`src/rtl/rotator_step_fsm.sv`:
```
// rtl/rotator_step_fsm.sv - rotation position generator for the seven-segment square spinner
//
// Purpose:
//   Divides clk by TICK_DIV into a step tick and moves a 3-bit rotation
//   position one place per tick. The direction is clockwise (+1) or
//   counter-clockwise (-1). Positions 0-3 are upper squares and 4-7 are
//   lower squares in the downstream position decoder.
//
// Optional feature:
//   INPUT_SYNC_EN - when defined, en and cw each pass through a 2-flop
//   synchroniser (reset to 0) before use, which adds 2 cycles of
//   input-to-effect latency. When undefined, en and cw are used directly.
//
// Ports:
//   clk    in   1  board clock, all logic on posedge
//   rst    in   1  synchronous active-high reset
//   en     in   1  run enable (switch level)
//   cw     in   1  direction: 1 = increment, 0 = decrement
//   state  out  3  current rotation position 0..7, registered
//   step   out  1  one-cycle pulse in the first cycle a new state is visible

module rotator_step_fsm #(
  parameter int TICK_DIV = 50_000_000
) (
  input  logic       clk,
  input  logic       rst,
  input  logic       en,
  input  logic       cw,
  output logic [2:0] state,
  output logic       step
);

  localparam int CNT_W = (TICK_DIV > 1) ? $clog2(TICK_DIV) : 1;
  localparam logic [CNT_W-1:0] CNT_LAST = CNT_W'(TICK_DIV - 1);

  logic en_i;
  logic cw_i;

`ifdef INPUT_SYNC_EN
  logic en_s1_q, en_s1_d;
  logic en_s2_q, en_s2_d;
  logic cw_s1_q, cw_s1_d;
  logic cw_s2_q, cw_s2_d;

  always_comb begin
    en_s1_d = en;
    en_s2_d = en_s1_q;
    cw_s1_d = cw;
    cw_s2_d = cw_s1_q;
  end

  always_ff @(posedge clk) begin
    if (rst) begin
      en_s1_q <= 1'b0;
      en_s2_q <= 1'b0;
      cw_s1_q <= 1'b0;
      cw_s2_q <= 1'b0;
    end else begin
      en_s1_q <= en_s1_d;
      en_s2_q <= en_s2_d;
      cw_s1_q <= cw_s1_d;
      cw_s2_q <= cw_s2_d;
    end
  end

  assign en_i = en_s2_q;
  assign cw_i = cw_s2_q;
`else
  assign en_i = en;
  assign cw_i = cw;
`endif

  logic [CNT_W-1:0] tick_cnt_q, tick_cnt_d;
  logic [2:0]       state_q, state_d;
  logic             step_q, step_d;
  logic             tick;

  always_comb begin
    // Dropping en on the terminal count suppresses the tick, and the
    // partial count is discarded so the next run starts a full period.
    tick       = en_i && (tick_cnt_q == CNT_LAST);
    tick_cnt_d = tick_cnt_q;
    state_d    = state_q;
    step_d     = tick;

    if (!en_i) begin
      tick_cnt_d = '0;
    end else if (tick) begin
      tick_cnt_d = '0;
    end else begin
      tick_cnt_d = tick_cnt_q + 1'b1;
    end

    // Direction is only looked at on the tick edge; mod-8 wrap comes
    // from the 3-bit arithmetic.
    if (tick) begin
      if (cw_i) begin
        state_d = state_q + 3'd1;
      end else begin
        state_d = state_q - 3'd1;
      end
    end
  end

  always_ff @(posedge clk) begin
    if (rst) begin
      tick_cnt_q <= '0;
      state_q    <= 3'd0;
      step_q     <= 1'b0;
    end else begin
      tick_cnt_q <= tick_cnt_d;
      state_q    <= state_d;
      step_q     <= step_d;
    end
  end

  assign state = state_q;
  assign step  = step_q;

endmodule
```
`config.mk`:
```
export PLATFORM = sky130hd
export DESIGN_NAME = rotator_step_fsm
export DESIGN_NICKNAME = d
export VERILOG_FILES = /design/src/rtl/rotator_step_fsm.sv
export SDC_FILE = /design/constraint.sdc
export NUM_CORES = 1
export LEC_CHECK = 0
export CAP_MARGIN = 20
export CORE_ASPECT_RATIO = 1.5
export CORE_MARGIN = 10
export CORE_UTILIZATION = 59
export DETAILED_ROUTE_END_ITERATION = 16
export GPL_TIMING_DRIVEN = 0
export PLACE_DENSITY = 0.79
export SYNTH_ARGS = -nofsm -noshare
export SYNTH_HDL_FRONTEND = slang
export SYNTH_SLANG_ARGS = --single-unit
```
`constraint.sdc`:
```
create_clock -name clk -period 3.5 [get_ports clk]
set_input_delay 0.525 -clock clk [delete_from_list [all_inputs] [get_ports clk]]
set_output_delay 0.525 -clock clk [all_outputs]
set_load 0.05 [all_outputs]
```
==> impl_metrics.tcl, run 1 <==
set metrics [dict create \
    slew_headroom_pct 64.3 \
    synth_fa_ha_area_share_pct 2.34 \
    drc 0 \
    antenna_found_initial 0 \
    hold_violations 0 \
    synth-compound-area-share_pct 12.9 \
    ys_seq_elements 30 \
    vias 1236 \
    maxCapViolations 0 \
    clkSinkCount 30 \
    fillers 192 \
    nNetsFinal 177 \
    synth_top_family_by_area "simple AND/OR/NAND/NOR gates" \
    status "complete, no violations" \
    die_area_um2 4730 \
    synth.area.mux_share_pct 0 \
    syn-num-nets 163 \
    max_freq_ghz 0.448 \
    path_class "reg -> reg" \
    p_per_area_nw_per_um2 369 \
    gp_congestion 0.845 \
    cts_root_buffer "clkbuf_4" \
    hold_buffers 0 \
    post_synth.cell_area_avg_um2 8.84 \
    finalCriticalPeriod_ns 2.23 \
    p_leak_nw 0.481 \
    skew_ns 0.0128 \
    clk-insertion-delay-late_ns 0.33 \
    ios 8 \
    ys_async_sr_fraction_pct 0 \
    synth_xor_area_share_pct 8.21 \
    layout_common_cells "dfxtp_1 (30), nor2_1 (14), a21oi_1 (13), nand2_1 (10)" \
    cts_setup_buffers 0 \
    synthSimpleGateAreaFrac_pct 31.2 \
    multi_input_area_um2 758 \
    die_y_um 79.4 \
    start_kind "flip-flop" \
    vias_per_cell 6.34 \
    worst_pin_slew_ns 0.532 \
    vdd_drop_max_v 0.000317 \
    rsz0062_at_grt "no" \
    synth-seq-area-share_pct 43.3 \
    syn_inst 157 \
    timing.final.crit_share_pct 63.8 \
    drt-pass1-iter-count 5 \
    overflow 0 \
    post_cts_resize_count 0 \
    required_ns 3.72 \
    drive_gt1_share_pct 9.30 \
    final_common_cell "dfxtp_1" \
    grt_start_max_net_pins 11 \
    num_antenna_cells 0 \
    wire_per_inst_um 14.6 \
    path_cells "ha_1 > and4_2 > nand4_1 > o21ai_1 > buf_2 > a21oi_1" \
    drt_iter0_drc 34 \
    area_growth_pct 11.5 \
    grt_pass1_wl_um 5080 \
    slowest_stage "o21ai_1" \
    clk_path_buf_depth 2 \
    arrival_ns 2.45 \
    clk_pin_slew_worst_paths_ns 0.09 \
    portBuffers 7 \
    postRouteAntennaNets 0 \
    synth_area_um2 1390 \
    cts_buffers 5 \
    synth_edf_count 0 \
    place_hpwl_um 2040 \
    setup_viol 0 \
    end_kind "flip-flop" \
    utilization_pct 69.2 \
    yosys_warnings 0 \
    coreArea_um2 2230 \
    routed_wl_um 2850 \
    fp-row-count 21 \
    seq_area_um2 601 \
    ys_types 33 \
    dieWidth_um 59.6 \
    crit_fanout 10 \
    globalRouteTotalUtil_pct 13.4 \
    cts_tree "yes" \
    drv_slew 0 \
    finalSetupTns_ns 0 \
    max_stage_delay_ns 0.53 \
    initial_core_util_pct 62.1 \
    hold_path_class "reg -> reg" \
    grt_pass1_vias 1194 \
    synth_flop_cell "dfxtp_1" \
    htreeDepth 2 \
]
metrics by stage:
step	cell area (um^2)	hold WS, ns	power (mW)	cells	setup slack (ns)
final	1550	0.485	0.571	195	1.27
after CTS	1550	0.482	0.578	195	1.23
after floorplan	1390	0.437	0.359	157	1.56
after detailed placement	1490	0.462	0.366	187	0.962
after global routing	1550	0.499	0.593	195	1.07
after global placement	1490	0.458	0.366	187	0.999
worst paths after layout:
check | startpoint | to | slack, ns | depth (start not counted)
min reg2reg | tick_cnt_q[0] | tick_cnt_q[0] | 0.49 | 1
min | tick_cnt_q[0] | tick_cnt_q[0] | 0.49 | 1
max | tick_cnt_q[0] | tick_cnt_q[21] | 1.27 | 6
max reg2reg | tick_cnt_q[0] | tick_cnt_q[21] | 1.27 | 6
worst max-delay path: cells and delay by family (launching register included):
| family | cells | cell delay (ns) |
|---|---|---|
| flip-flops | 1 | 0.39 |
| AND/OR/NAND/NOR | 2 | 0.55 |
| buffers and inverters | 1 | 0.33 |
| adder cells (fa/ha/maj) | 1 | 0.25 |
| AO/OA/AOI/OAI | 2 | 0.60 |
synthesized netlist by cell type (3+ instances only):
cell type,n,area (um^2)
dfxtp_1,30,601
nor2_1,14,52.6
a21oi_1,13,65.1
nand2_1,10,37.5
nand3_1,9,45.0
o21ai_0,9,45.0
or3_1,8,50.1
xnor2_1,8,70.1
and4_1,5,43.8
nand4_1,5,31.3
o31ai_1,5,37.5
xor2_1,5,43.8
inv_1,4,15.0
nor3_1,4,20.0
or4_1,4,30.0
and3_1,3,18.8
final cells by class:
class / count / area share [%]
plain buffers: 3 / 0.890
clock buffers: 7 / 3.56
clock inverters: 1 / 0.324
inverters: 4 / 0.971
multi-input cells: 120 / 49.0
flip-flops and latches: 30 / 38.8
well taps: 23 / 1.86
repair buffers: 7 / 4.53
registers in the layout, indices dropped and copies added, names as in the netlist:
register / cells
state: 3
step: 1
tick_cnt_q: 26
report_power, final:
group,internal [mW],leakage [nW],total [mW],switching (mW)
sequential,0.342,0.242,0.343,0.00121
combinational,0.00612,0.204,0.0147,0.00862
clock,0.0971,0.0353,0.213,0.116
total,0.445,0.481,0.571,0.125
layer usage:
layer  track usage, %  vias up  wire (um)
met2             22.5       28       1420
met5                0        -          0
met4             8.78        0         99
met3             3.50       14        140
met1             14.0      590       1190
li1                 -      604          -
cells by family (layout without fill, tap and decap cells):
family,after synthesis,count (layout)
simple gates,74,74
compound gates,31,31
flops,30,30
xor+xnor,13,13
buf+inv,7,22
fa+ha+maj,2,2
Power figures use the tool's default switching activity.
==> inputs of run 2 (changes only) <==
--- a/config.mk
+++ b/config.mk
@@ -8,10 +8,10 @@
 export CAP_MARGIN = 20
 export CORE_ASPECT_RATIO = 1.5
 export CORE_MARGIN = 10
-export CORE_UTILIZATION = 59
+export CORE_UTILIZATION = 52
 export DETAILED_ROUTE_END_ITERATION = 16
 export GPL_TIMING_DRIVEN = 0
-export PLACE_DENSITY = 0.79
+export PLACE_DENSITY = 0.74
 export SYNTH_ARGS = -nofsm -noshare
 export SYNTH_HDL_FRONTEND = slang
 export SYNTH_SLANG_ARGS = --single-unit
==> constraint.sdc (replaced) <==
create_clock -name clk -period 2 [get_ports clk]
set_input_delay 0.3 -clock clk [delete_from_list [all_inputs] [get_ports clk]]
set_output_delay 0.3 -clock clk [all_outputs]
set_load 0.05 [all_outputs]
==> run 2 against run 1 <==
Compared with the run above:
- clock-buffer cell count did not move
- critical path depth decreased by 1
- wire length rose by 2.1%
- non-clock buffer count increased by 8
- fmax grew 17%
- cell count up 10%
- critical path type unchanged
- largest power group unchanged
- power is 67% higher
- clock skew decreased by 0.0084 ns
- largest cell class unchanged
- global-route usage shrank 2.2 points
==> impl_metrics.tcl, run 2 (synthesis gave the netlist of run 1 again) <==
set metrics [dict create \
    status "complete, no violations" \
    drc 0 \
    finalSetupTns_ns 0 \
    grt_pass1_wl_um 4890 \
    largest_reg_flops 26 \
    fin_area_um2 1640 \
    hold_path_class "reg -> reg" \
    arrival_ns 2.18 \
    power_switching_mw 0.212 \
    htreeDepth 2 \
    dieWidth_um 62.2 \
    path_cells "ha_4 > nand4_1 > or4_4 > or4_4 > a21oi_2" \
    internal_power_mw 0.744 \
    start_kind "flip-flop" \
    fillers 201 \
    drt_iter0_drc 31 \
    placed_area_um2 1500 \
    rsz0062_at_grt "no" \
    crit_fanout 5 \
    wire_per_inst_um 13.5 \
    die_area_um2 5180 \
    overflow 0 \
    globalRouteTotalUtil_pct 11.2 \
    combPwrFrac_pct 3.3 \
    hold_buffers 0 \
    place_hpwl_um 2030 \
    placed_cells 200 \
    coreArea_um2 2500 \
    seq_area_um2 608 \
    timing.final.crit_share_pct 95.3 \
    max_stage_delay_ns 0.59 \
    layout_common_cells "dfxtp_1 (28), nor2_1 (14), a21oi_1 (13), nand2_1 (10)" \
    slew_headroom_pct 66.6 \
    skew_ns 0.00441 \
    clk_path_buf_depth 2 \
    path_class "reg -> reg" \
    die_y_um 83.3 \
    routed_wl_um 2910 \
    postRouteAntennaNets 0 \
    grt_pass1_vias 1180 \
    num_antenna_cells 0 \
    antenna_found_initial 0 \
    drv_slew 0 \
    instances_no_fill 215 \
    worst_pin_slew_ns 0.499 \
    cts_tree "yes" \
    drive_gt1_share_pct 14.5 \
    clk_pin_slew_worst_paths_ns 0.08 \
    fin_total_pwr_mw 0.956 \
    hold_violations 0 \
    area_growth_pct 18.1 \
    cts_buffers 5 \
    vias_per_cell 5.77 \
    cts_root_buffer "clkbuf_4" \
    ios 8 \
    finalCriticalPeriod_ns 1.91 \
    cp_top_family "simple AND/OR/NAND/NOR gates" \
    multi_input_area_um2 782 \
    grt_start_max_net_pins 11 \
    clkSinkCount 30 \
    p_sw_share_pct 22.2 \
    gp_congestion 0.831 \
    p_seq_share_pct 62.7 \
    clockPowerShare_pct 34.0 \
    critical_path_buf_inv_count 0 \
    largest_register "tick_cnt_q" \
    max_freq_ghz 0.524 \
    worst_path_most_repeated_cell "or4_4" \
    p_leak_nw 0.509 \
    portBuffers 7 \
    initial_core_util_pct 55.4 \
    final_common_cell "dfxtp_1" \
    maxCapViolations 0 \
    required_ns 2.27 \
    vdd_drop_max_v 0.000388 \
    p_per_area_nw_per_um2 583 \
    vias 1240 \
    nNetsFinal 185 \
    utilization_pct 65.4 \
    end_kind "flip-flop" \
    clk-insertion-delay-late_ns 0.33 \
    setup_viol 0 \
    drt-pass1-iter-count 4 \
    slowest_stage "or4_4" \
    fp-row-count 22 \
]
[run 2: cell types whose count changed in the layout (fill, tap and decap cells not counted), sizes merged]
| cell | previous run | this run |
|---|---|---|
| buf | 2 | 10 |
| clkinv | 1 | 0 |
[run 2: routing by layer]
layer  vias up  global-route usage, %  wire length [um]
met4         0                   7.90                80
met5         -                      0                 0
met2        26                   18.7              1490
met3         9                   4.30               124
met1       585                   11.1              1220
li1        620                      -                 -
[run 2: metrics by stage]
step	setup slack, ns	hold WS (ns)
after global routing	0.0197	0.462
after CTS	0.0818	0.458
after floorplan	0.0606	0.369
after global placement	-0.284	0.460
final	0.0931	0.443
after detailed placement	-0.319	0.472
[run 2: area by class of cell]
type                       instances  share of cell area, %
multi-input combinational        120                   47.7
clock buffer                       7                   2.75
timing repair buffer              15                   7.94
buffer                             3                  0.840
tap                               36                   2.75
inverter                           4                  0.916
sequential                        30                   37.1
[run 2: power by group through the flow]
stage | clock [mW] | sequential [mW] | combinational [mW]
4_1_cts | 0.340 | 0.601 | 0.0273
5_1_grt | 0.361 | 0.600 | 0.0349
6_report | 0.325 | 0.600 | 0.0314
2_1_floorplan | 0 | 0.614 | 0.0141
3_3_place_gp | 0 | 0.615 | 0.0252
3_5_place_dp | 0 | 0.615 | 0.0256
[run 2: worst paths after layout]
check	from	end	slack, ns	depth (start not counted)
min	tick_cnt_q[0]	tick_cnt_q[0]	0.44	1
min reg2reg	tick_cnt_q[0]	tick_cnt_q[0]	0.44	1
max	tick_cnt_q[1]	tick_cnt_q[22]	0.09	5
max reg2reg	tick_cnt_q[1]	tick_cnt_q[22]	0.09	5
[run 2: worst reg2reg max path: cells and delay by family, from the launching register on]
kind                       cells  cell delay, ns
adders and majority gates      1            0.13
and+or+nand+nor                3            1.22
AOI/OAI and AO/OA              1            0.13
DFF                            1            0.37
[run 2: repair_timing]
item / 4_1_cts / 5_1_grt
buffers inserted: 2 / 6
gates resized for setup: 5 / 3
pin swaps: 1 / 3
setup endpoints to repair: 21 / 21
==> inputs of run 3 (changes only) <==
--- a/config.mk
+++ b/config.mk
@@ -6,7 +6,7 @@
 export NUM_CORES = 1
 export LEC_CHECK = 0
 export CAP_MARGIN = 20
-export CORE_ASPECT_RATIO = 1.5
+export CORE_ASPECT_RATIO = 0.7
 export CORE_MARGIN = 10
 export CORE_UTILIZATION = 52
 export DETAILED_ROUTE_END_ITERATION = 16
==> run 3 against run 2 <==
Compared with the run above:
- cell count down 3.3%
- global-route usage up 0.67 points
- sequential share of layout area down 0.36 points
- highest routed layer unchanged
- sequential cell count did not move
- die area down 0.18%
- first-iteration DRC count grew 71%
- clock-buffer cell count up 1
- critical path depth unchanged
==> impl_metrics.tcl, run 3 (synthesis gave the netlist of run 1 again) <==
set metrics [dict create \
    finalSetupTns_ns 0 \
    grt_pass1_wl_um 4950 \
    grt_start_max_net_pins 11 \
    max_freq_ghz 0.521 \
    clk_pin_slew_worst_paths_ns 0.06 \
    antenna_found_initial 0 \
    utilization_pct 65.8 \
    dieWidth_um 81.7 \
    vias_per_cell 5.98 \
    drt-pass1-iter-count 4 \
    clockPowerShare_pct 47.7 \
    path_class "reg -> reg" \
    path_cells "nor4_1 > nand4_1 > o21ai_4 > buf_2 > a21oi_1" \
    gp_congestion 0.784 \
    worst_pin_slew_ns 0.502 \
    final_common_cell "dfxtp_1" \
    instances_no_fill 208 \
    fin_area_um2 1640 \
    area_growth_pct 18.3 \
    max_stage_delay_ns 0.39 \
    ios 8 \
    rsz0062_at_grt "no" \
    end_kind "flip-flop" \
    setup_viol 0 \
    hold_path_class "reg -> reg" \
    startpoint "tick_cnt_q[16]" \
    internal_power_mw 0.959 \
    initial_core_util_pct 55.6 \
    vdd_drop_max_v 0.000539 \
    worstHoldStart "tick_cnt_q[0]" \
    die_y_um 63.2 \
    timing.final.crit_share_pct 95.9 \
    crit_fanout 10 \
    routed_wl_um 3040 \
    nNetsFinal 179 \
    start_kind "flip-flop" \
    largest_register "tick_cnt_q" \
    skew_ns 0.00387 \
    required_ns 2.16 \
    clkSinkCount 30 \
    globalRouteTotalUtil_pct 11.9 \
    clk-insertion-delay-late_ns 0.28 \
    wire_per_inst_um 14.6 \
    slowest_stage "nor4_1" \
    status "complete, no violations" \
    drv_slew 0 \
    hold_slack_ns 0.454 \
    placed_area_um2 1500 \
    combPwrFrac_pct 2.3 \
    maxCapViolations 0 \
    hold_violations 0 \
    num_antenna_cells 0 \
    portBuffers 7 \
    placed_cells 198 \
    fin_total_pwr_mw 1.21 \
    p_seq_share_pct 50.0 \
    clk_path_buf_depth 2 \
    power_switching_mw 0.247 \
    cts_root_buffer "clkbuf_8" \
    vias 1243 \
    die_area_um2 5170 \
    largest_reg_flops 26 \
    p_sw_share_pct 20.5 \
    coreArea_um2 2500 \
    finalCriticalPeriod_ns 1.92 \
    overflow 0 \
    place_hpwl_um 2120 \
    cts_tree "yes" \
    p_leak_nw 0.512 \
    setup_slack_ns 0.0822 \
    drc 0 \
    critical_path_buf_inv_count 1 \
    fp-row-count 15 \
    cts_buffers 5 \
    grt_pass1_vias 1099 \
    drive_gt1_share_pct 13.2 \
    postRouteAntennaNets 0 \
    drt_iter0_drc 53 \
    timing.rr.start "tick_cnt_q[16]" \
    cp_top_family "simple AND/OR/NAND/NOR gates" \
    arrival_ns 2.08 \
    dp_slack_ns -0.310 \
    layout_common_cells "dfxtp_1 (28), nor2_1 (14), a21oi_1 (13), nand2_1 (10)" \
    p_per_area_nw_per_um2 734 \
    slew_headroom_pct 66.5 \
    htreeDepth 2 \
]
run 3: changes by cell type in the layout (fill, tap and decap cells not counted):
cell,change
clkbuf_8,+8
buf_4,-6
clkbuf_4,-5
clkbuf_1,-2
dfxtp_2,+2
dfxtp_4,-2
ha_2,+1
ha_4,-1
run 3: layout make-up:
| type | count | area [um^2] |
|---|---|---|
| fillers | 201 | 855 |
| inverters | 4 | 15.0 |
| repair buffers | 9 | 85.1 |
| flip-flops and latches | 30 | 603 |
| multi-input cells | 120 | 772 |
| plain buffers | 3 | 13.8 |
| clock buffers | 8 | 110 |
| well taps | 34 | 42.5 |
run 3: power groups by stage:
stage / registers, mW / clock network (mW) / logic (mW)
5_1_grt: 0.602 / 0.610 / 0.0307
3_3_place_gp: 0.615 / 0 / 0.0250
4_1_cts: 0.602 / 0.582 / 0.0282
6_report: 0.602 / 0.575 / 0.0280
3_5_place_dp: 0.615 / 0 / 0.0263
2_1_floorplan: 0.614 / 0 / 0.0141
run 3: what timing repair did:
| item | in CTS | in global routing |
|---|---|---|
| setup endpoints to repair | 21 | 19 |
| hold buffers | 0 | 0 |
| pin swaps | 2 | 1 |
| hold endpoints to repair | 0 | 0 |
| resized for setup | 4 | 1 |
| buffers inserted | 1 | 1 |
run 3: worst register-to-register path: cells and delay by family (launching register included):
family | cells | cell delay [ns]
buf+inv | 1 | 0.28
compound gates | 2 | 0.42
simple gates | 2 | 0.74
flops | 1 | 0.36
run 3: layer usage:
layer / track usage [%] / vias to the layer above / routed length (um)
met5: 0 / - / 0
met4: 4.66 / 0 / 42
met3: 4.96 / 7 / 236
met2: 17.1 / 31 / 1330
met1: 15.2 / 595 / 1440
li1: - / 610 / -
run 3: final timing paths:
kind                                       end  slack, ns  cells past startpoint
worst min register to register   tick_cnt_q[0]       0.45                      1
worst max register to register  tick_cnt_q[19]       0.08                      5
worst min-delay path             tick_cnt_q[0]       0.45                      1
worst max-delay path            tick_cnt_q[19]       0.08                      5
